**src/rtl/alu_multiciclo_if.sv**
```systemverilog
// Request/response bundle between the datapath controller and the multi-cycle ALU.
// The controller drives the master side; the ALU is the slave.
interface alu_multiciclo_if #(
  parameter int WIDTH = 8
);
  logic             iStart;
  logic [3:0]       ivInstruccion;
  logic [WIDTH-1:0] ivRegistroA;
  logic [WIDTH-1:0] ivRegistroB;
  logic [WIDTH-1:0] ovResultado;
  logic [WIDTH-1:0] ovResultadoAlto;
  logic [3:0]       ovFlags;
  logic             oBusy;
  logic             oDone;

  modport master (
    output iStart, ivInstruccion, ivRegistroA, ivRegistroB,
    input  ovResultado, ovResultadoAlto, ovFlags, oBusy, oDone
  );

  modport slave (
    input  iStart, ivInstruccion, ivRegistroA, ivRegistroB,
    output ovResultado, ovResultadoAlto, ovFlags, oBusy, oDone
  );
endinterface

```
**src/rtl/alu_multiciclo.sv**
```systemverilog
// Registered ALU with start/done handshake, persistent {Z,N,C,V} flags,
// carry-chained ADC/SBC and WIDTH-iteration unsigned MUL (shift-add) / DIV (restoring).
module alu_multiciclo #(
  parameter int WIDTH = 8
) (
  input logic              iClk,
  input logic              iReset,
  alu_multiciclo_if.slave  bus
);

  localparam int CW = $clog2(WIDTH + 1);

  typedef enum logic [1:0] {S_IDLE, S_CALC, S_DONE} state_t;

  typedef enum logic [3:0] {
    OP_ADD  = 4'b0000, OP_SUB  = 4'b0001, OP_AND  = 4'b0010, OP_OR   = 4'b0011,
    OP_XOR  = 4'b0100, OP_NAND = 4'b0101, OP_NOR  = 4'b0110, OP_XNOR = 4'b0111,
    OP_NOT  = 4'b1000, OP_LSH  = 4'b1001, OP_RSH  = 4'b1010, OP_ADC  = 4'b1011,
    OP_SBC  = 4'b1100, OP_MUL  = 4'b1101, OP_DIV  = 4'b1110, OP_RSV  = 4'b1111
  } opcode_t;

  state_t           r_state, w_next_state;
  opcode_t          r_op;
  logic [WIDTH-1:0] r_b, r_acc, r_q;
  logic [CW-1:0]    r_count;
  logic [WIDTH-1:0] r_res, r_res_hi;
  logic [3:0]       r_flags;

  opcode_t          w_op_in;
  logic             w_multi;
  logic [WIDTH-1:0] w_a, w_b;
  logic             w_cprev;
  logic [WIDTH:0]   w_wide;
  logic [WIDTH-1:0] w_res;
  logic             w_c, w_v, w_n;
  logic [3:0]       w_flags;

  logic [WIDTH:0]   w_mul_sum, w_div_shift, w_div_diff;
  logic             w_div_ok;
  logic [WIDTH-1:0] w_acc_nx, w_q_nx;
  logic [3:0]       w_calc_flags;

  assign w_op_in = opcode_t'(bus.ivInstruccion);
  assign w_multi = (w_op_in == OP_MUL) || (w_op_in == OP_DIV);
  assign w_a     = bus.ivRegistroA;
  assign w_b     = bus.ivRegistroB;
  assign w_cprev = r_flags[1];

  // Single-cycle ops are evaluated straight from the operand inputs so the
  // result can be registered on the accepting edge itself.
  always_comb begin
    // NOTE: every signal written here gets a default first, so no path can leave one unassigned and infer a latch.
    w_wide = '0;
    w_res  = '0;
    w_c    = 1'b0;
    w_v    = 1'b0;
    unique case (w_op_in)
      OP_ADD, OP_ADC: begin
        w_wide = {1'b0, w_a} + {1'b0, w_b}
               + {{WIDTH{1'b0}}, (w_op_in == OP_ADC) & w_cprev};
        w_res  = w_wide[WIDTH-1:0];
        w_c    = w_wide[WIDTH];
        w_v    = (w_res[WIDTH-1] ^ w_a[WIDTH-1]) & (w_res[WIDTH-1] ^ w_b[WIDTH-1]);
      end
      OP_SUB, OP_SBC: begin
        w_wide = {1'b0, w_a} - {1'b0, w_b}
               - {{WIDTH{1'b0}}, (w_op_in == OP_SBC) & w_cprev};
        w_res  = w_wide[WIDTH-1:0];
        w_c    = w_wide[WIDTH];
        w_v    = (w_a[WIDTH-1] ^ w_b[WIDTH-1]) & (w_a[WIDTH-1] ^ w_res[WIDTH-1]);
      end
      OP_AND:  w_res = w_a & w_b;
      OP_OR:   w_res = w_a | w_b;
      OP_XOR:  w_res = w_a ^ w_b;
      OP_NAND: w_res = ~(w_a & w_b);
      OP_NOR:  w_res = ~(w_a | w_b);
      OP_XNOR: w_res = ~(w_a ^ w_b);
      OP_NOT:  w_res = ~w_a;
      OP_LSH:  w_res = (w_b >= WIDTH'(WIDTH)) ? '0 : (w_a << w_b);
      OP_RSH:  w_res = (w_b >= WIDTH'(WIDTH)) ? '0 : (w_a >> w_b);
      default: w_res = '0;
    endcase
  end

  assign w_n     = (w_op_in == OP_RSV) ? 1'b0 : w_res[WIDTH-1];
  assign w_flags = {(w_res == '0), w_n, w_c, w_v};

  // One iteration of shift-add multiply or restoring divide on {r_acc, r_q}.
  assign w_mul_sum   = {1'b0, r_acc} + (r_q[0] ? {1'b0, r_b} : {(WIDTH+1){1'b0}});
  assign w_div_shift = {r_acc, r_q[WIDTH-1]};
  assign w_div_diff  = w_div_shift - {1'b0, r_b};
  assign w_div_ok    = w_div_shift >= {1'b0, r_b};

  always_comb begin
    w_acc_nx     = '0;
    w_q_nx       = '0;
    w_calc_flags = '0;
    if (r_op == OP_MUL) begin
      w_acc_nx     = w_mul_sum[WIDTH:1];
      w_q_nx       = {w_mul_sum[0], r_q[WIDTH-1:1]};
      w_calc_flags = {({w_acc_nx, w_q_nx} == '0), 1'b0, (w_acc_nx != '0), 1'b0};
    end else begin
      w_acc_nx     = w_div_ok ? w_div_diff[WIDTH-1:0] : w_div_shift[WIDTH-1:0];
      w_q_nx       = {r_q[WIDTH-2:0], w_div_ok};
      w_calc_flags = {(w_q_nx == '0), 1'b0, 1'b0, (r_b == '0)};
    end
  end

  always_ff @(posedge iClk) begin
    // NOTE: sequential state uses non-blocking assignments so every register samples pre-edge values.
    if (iReset) r_state <= S_IDLE;
    else        r_state <= w_next_state;
  end

  always_comb begin
    w_next_state = r_state;
    unique case (r_state)
      S_IDLE:  if (bus.iStart) w_next_state = w_multi ? S_CALC : S_DONE;
      S_CALC:  if (r_count == CW'(1)) w_next_state = S_DONE;
      S_DONE:  w_next_state = S_IDLE;
      default: w_next_state = S_IDLE;
    endcase
  end

  always_comb begin
    bus.oBusy = (r_state != S_IDLE);
    bus.oDone = (r_state == S_DONE);
  end

  always_ff @(posedge iClk) begin
    // NOTE: datapath registers are reset too, so an abandoned MUL/DIV leaves no stale partials or outputs.
    if (iReset) begin
      r_op     <= OP_ADD;
      r_b      <= '0;
      r_acc    <= '0;
      r_q      <= '0;
      r_count  <= '0;
      r_res    <= '0;
      r_res_hi <= '0;
      r_flags  <= '0;
    end else begin
      unique case (r_state)
        S_IDLE: if (bus.iStart) begin
          r_op    <= w_op_in;
          r_b     <= w_b;
          r_acc   <= '0;
          r_q     <= w_a;
          r_count <= CW'(WIDTH);
          if (!w_multi) begin
            r_res    <= w_res;
            r_res_hi <= '0;
            r_flags  <= w_flags;
          end
        end
        S_CALC: begin
          r_acc   <= w_acc_nx;
          r_q     <= w_q_nx;
          r_count <= r_count - CW'(1);
          if (r_count == CW'(1)) begin
            r_res    <= w_q_nx;
            r_res_hi <= w_acc_nx;
            r_flags  <= w_calc_flags;
          end
        end
        default: ;
      endcase
    end
  end

  assign bus.ovResultado     = r_res;
  assign bus.ovResultadoAlto = r_res_hi;
  assign bus.ovFlags         = r_flags;

endmodule

```
**src/flat_wrapper.sv**
```systemverilog
// flat-port wrapper written by rule: the top's interface ports become plain ports
module alu_multiciclo_flat 
#(
  parameter int WIDTH = 8
)
  (iClk, iReset, bus_iStart, bus_ivInstruccion, bus_ivRegistroA, bus_ivRegistroB, bus_ovResultado, bus_ovResultadoAlto, bus_ovFlags, bus_oBusy, bus_oDone);
  alu_multiciclo_if #(.WIDTH(WIDTH)) bus_i ();
  input logic iClk;
  input logic iReset;
  input wire logic [$bits(bus_i.iStart)-1:0] bus_iStart;
  input wire logic [$bits(bus_i.ivInstruccion)-1:0] bus_ivInstruccion;
  input wire logic [$bits(bus_i.ivRegistroA)-1:0] bus_ivRegistroA;
  input wire logic [$bits(bus_i.ivRegistroB)-1:0] bus_ivRegistroB;
  output wire logic [$bits(bus_i.ovResultado)-1:0] bus_ovResultado;
  output wire logic [$bits(bus_i.ovResultadoAlto)-1:0] bus_ovResultadoAlto;
  output wire logic [$bits(bus_i.ovFlags)-1:0] bus_ovFlags;
  output wire logic [$bits(bus_i.oBusy)-1:0] bus_oBusy;
  output wire logic [$bits(bus_i.oDone)-1:0] bus_oDone;
  assign bus_i.iStart = bus_iStart;
  assign bus_i.ivInstruccion = bus_ivInstruccion;
  assign bus_i.ivRegistroA = bus_ivRegistroA;
  assign bus_i.ivRegistroB = bus_ivRegistroB;
  assign bus_ovResultado = bus_i.ovResultado;
  assign bus_ovResultadoAlto = bus_i.ovResultadoAlto;
  assign bus_ovFlags = bus_i.ovFlags;
  assign bus_oBusy = bus_i.oBusy;
  assign bus_oDone = bus_i.oDone;
  alu_multiciclo #(.WIDTH(WIDTH)) u_core (.iClk(iClk), .iReset(iReset), .bus(bus_i));
endmodule
```
**config.mk**
```make
export PLATFORM = sky130hd
export DESIGN_NAME = alu_multiciclo_flat
export DESIGN_NICKNAME = d
export VERILOG_FILES = /design/src/rtl/alu_multiciclo_if.sv /design/src/rtl/alu_multiciclo.sv /design/src/flat_wrapper.sv
export SDC_FILE = /design/constraint.sdc
export NUM_CORES = 1
export LEC_CHECK = 0
export BUFFER_PORTS_ARGS = -buffer_cell sky130_fd_sc_hd__buf_2
export CAP_MARGIN = 20
export CELL_PAD_IN_SITES_DETAIL_PLACEMENT = 1
export CELL_PAD_IN_SITES_GLOBAL_PLACEMENT = 1
export CORE_MARGIN = 2
export CORE_UTILIZATION = 25
export CTS_BUF_LIST = sky130_fd_sc_hd__clkbuf_16
export CTS_CLUSTER_DIAMETER = 40
export DETAILED_ROUTE_END_ITERATION = 8
export PLACE_DENSITY = 0.51
export SLEW_MARGIN = 20
export SYNTH_ARGS = -nofsm -noshare
export SYNTH_HDL_FRONTEND = slang
export SYNTH_SLANG_ARGS = --single-unit
```
**constraint.sdc**
```tcl
create_clock -name iClk -period 3.6 [get_ports iClk]
set_clock_uncertainty 0.1 [all_clocks]
set_input_delay 0.18 -clock iClk [delete_from_list [all_inputs] [get_ports iClk]]
set_output_delay 0.18 -clock iClk [all_outputs]
set_load 0.03 [all_outputs]
```
==> results.sh <==
export IMPL_synth_nets=787
export IMPL_syn_to_final_growth_pct=12.88
export IMPL_fin_crit_sh_pct=94.03
export IMPL_synth_edf_count=0
export IMPL_cp_start_kind="register"
export IMPL_cts_inserted_buffers=5
export IMPL_grt_pass1_vias=5866
export IMPL_setup_viol_count_final=0
export IMPL_min_path_cells=3
export IMPL_dpl_hpwl_um=17200
export IMPL_final_hold_viol_count=0
export IMPL_drt_total_wl_um=21670
export IMPL_vdd_drop_max_mv=0.2592
export IMPL_placed_area_um2=5984
export IMPL_syn_area_per_cell_um2=7.662
export IMPL_yosysWarningCount=0
export IMPL_synth_ff_type="dfxtp_1"
export IMPL_synth_seq_cells=54
export IMPL_met3_length_um=728
export IMPL_setup_worst_path_end_class="register"
export IMPL_maxUsedRoutingLayer="met4"
export IMPL_grt_usage_pct=19.39
export IMPL_r2r_setup_slack_ns=0.21
export IMPL_fillers=2629
export IMPL_final_max_slew_viol_count=0
export IMPL_criticalPathCategory="reg2reg"
export IMPL_final_common_cell="nor2_1"
export IMPL_grt_pass1_wl_um=34260
export IMPL_timing_final_ws_setup_ns=0.2149
export IMPL_outcome="completed"
export IMPL_multi_input_area_um2=3978
export IMPL_portBuffers=44
export IMPL_fin_nets=816
export IMPL_ant_nets=0
export IMPL_most_common_layout_cells="nor2_1, nand2_1, a21oi_1"
export IMPL_drtIter0Drc=284
export IMPL_setup_tns_ns=0
export IMPL_hold_class="in2reg"
export IMPL_wl_per_cell_um=21.35
export IMPL_leakage_nw=2.496
export IMPL_synth_xor_xnor_area_share_pct=3.059
export IMPL_core_area_um2=21220
export IMPL_numClockSinks=54
export IMPL_clockRootBuffer="clkbuf_16"
export IMPL_antenna_found_initial=0
export IMPL_grt_ovfl_total=0
export IMPL_dieArea_um2=22960
export IMPL_yosys_cell_types_count=73
export IMPL_synth_area_um2=5440
export IMPL_first_pass_iters=4
export IMPL_worstPathRequired_ns=3.74
export IMPL_route_met2_wl_um=10530
export IMPL_fin_crit_ns=3.385
export IMPL_n_antenna_cell=0
export IMPL_place_ws_ns=0.1092
export IMPL_critPathArrivalTime_ns=3.53
export IMPL_final_area_um2=6141
export IMPL_min_to="u_core.r_b[5]"
export IMPL_cts_tree="built"
export IMPL_synthAdderAreaFrac_pct=13.25
export IMPL_r2r_start="u_core.bus.ovFlags[1]"
export IMPL_met1_length_um=9769
export IMPL_reg2reg_depth=11
export IMPL_drive_gt1_share_pct=14.05
export IMPL_cts_max_level=2
export IMPL_holdCritStartpoint="bus_ivRegistroB[5]"
export IMPL_dr_total_vias=5556
export IMPL_grt_setup_unrepaired="no"
export IMPL_synth_mux_area_fraction_pct=7.567
export IMPL_clk_pin_slew_ns=0.08
export IMPL_tightestPinTransition_ns=0.7026
export IMPL_fp_dieH_um=151.5
export IMPL_drcViolationCount=0
export IMPL_drv_cap=0
export IMPL_vias_per_cell=5.474
export IMPL_relSlewSlack_pct=52.99
export IMPL_placementRows=53
export IMPL_place_congestion=0.9002
export IMPL_rr_endpoint="u_core.bus.ovFlags[3]"
export IMPL_worstPathMaxFanout=4
export IMPL_finalPower_mw=1.901
export IMPL_die_width_um=151.5
export IMPL_yosys_area_share_simple_pct=22.88
export IMPL_grt_start_max_net_pins=30
export IMPL_synth_compound_area_share_pct=26.26
export IMPL_synth_top_family_by_area="compound AO/OA/AOI/OAI gates"
export IMPL_cts_path_max_buffers=2
export IMPL_achievable_frequency_ghz=0.2954
export IMPL_async_flop_share_pct=0
export IMPL_synth_cells=710
export IMPL_power_density_nw_per_um2=309.6
export IMPL_ios=45
export IMPL_start_util_pct=25.64
export IMPL_yosysSeqAreaShare_pct=19.87
export IMPL_cts_setup_buffers=0
export IMPL_ff_latch_area_um2=1081
export IMPL_clk_latency_ns=0.31
-- worst max path at each step --
stage | from | end | depth (start not counted)
2_1_floorplan | bus_ivInstruccion[2] | u_core.bus.ovFlags[3] | 14
3_3_place_gp | bus_ivInstruccion[0] | u_core.bus.ovFlags[3] | 13
3_5_place_dp | bus_ivInstruccion[0] | u_core.bus.ovFlags[3] | 13
4_1_cts | u_core.bus.ovFlags[1] | u_core.bus.ovFlags[3] | 11
5_1_grt | u_core.bus.ovFlags[1] | u_core.bus.ovFlags[3] | 11
6_report | u_core.bus.ovFlags[1] | u_core.bus.ovFlags[3] | 11
-- logic make-up after synthesis --
| kind of cell | count (synthesis) |
|---|---|
| xor+xnor | 19 |
| fa+ha+maj | 54 |
| buf+inv | 91 |
| flops | 54 |
| compound gates | 209 |
| simple gates | 250 |
| mux | 33 |
-- cells in the mapped netlist (4+ instances only) --
library cell	n	area, µm²
mux4_2	6	135.1
buf_1	5	18.77
fa_1	6	120.1
a22oi_1	10	75.07
o21a_1	5	37.54
nand3_1	20	100.1
a2bb2oi_1	4	35.03
o21ai_0	30	150.1
buf_2	11	55.05
xor2_1	6	52.55
buf_6	4	45.04
nand2b_1	13	81.33
nor2b_1	14	87.58
nor4_1	11	68.82
nand4_1	7	43.79
a211oi_1	14	105.1
o32ai_1	5	43.79
and2_1	10	62.56
o22ai_1	9	56.30
xnor2_1	13	113.9
dfxtp_1	54	1081
mux2i_1	22	220.2
mux2_2	5	56.30
a21o_1	7	52.55
clkbuf_1	29	108.9
nor3_1	10	50.05
o211ai_1	10	75.07
nor2_1	69	259.0
inv_1	40	150.1
ha_1	48	600.6
nand2_1	67	251.5
a21oi_1	58	290.3
a32o_1	4	40.04
or3_1	6	37.54
a32oi_1	9	78.83
a221oi_1	9	78.83
a31oi_1	5	31.28
-- layout make-up --
cell class                      instances  share of cell area, %
Sequential cell                        54                  17.60
Tap cell                              275                  5.603
Timing Repair Buffer                   72                  7.009
Clock buffer                            5                  2.037
Clock inverter                          3                 0.4686
Inverter                               41                  2.506
Multi-Input combinational cell        565                  64.77
-- routing by layer --
metal / up-vias / track usage, %
met2: 104 / 32.78
met4: 0 / 6.481
met1: 2765 / 25.75
li1: 2652 / -
met5: - / 0
met3: 35 / 2.156
-- power breakdown --
group          internal (mW)  total [mW]  switching, mW
Sequential             0.626       0.655         0.0292
Combinational          0.279       0.730          0.451
Clock                  0.266       0.516          0.250
Total                   1.17        1.90          0.730
-- worst max-delay path: stages (launching register included) --
cell	delay (ns)
dfxtp_1	0.39
nand4_1	0.20
fa_2	0.41
fa_1	0.46
o21a_1	0.22
or3_1	0.31
a32o_1	0.26
nor3_1	0.19
o221ai_1	0.20
nor4b_2	0.32
nand3_1	0.13
o21ai_1	0.14
-- state kept, by name, summed over array words and instances, names as in the netlist --
name                        count
u_core.bus.ovFlags              4
u_core.bus.ovResultado          8
u_core.bus.ovResultadoAlto      8
u_core.r_acc                    8
u_core.r_b                      8
u_core.r_count                  4
u_core.r_op                     4
u_core.r_q                      8
u_core.r_state                  2
-- stage by stage --
stage               util (%)  hold WS [ns]  instances
floorplan                  -        0.2160        710
global placement       28.20        0.3425       1007
detailed placement     28.20        0.3485       1007
CTS                    28.93       0.08434       1015
global route           28.94        0.1247       1015
finish                 28.94       0.08813       1015
-- timing repair --
| action | CTS | global route |
|---|---|---|
| setup endpoints to repair | 0 | 1 |
| hold endpoints to repair | 0 | 0 |
| hold buffers | 0 | 0 |
| resized for setup | 0 | 1 |
(Power assumes the default switching activity.)
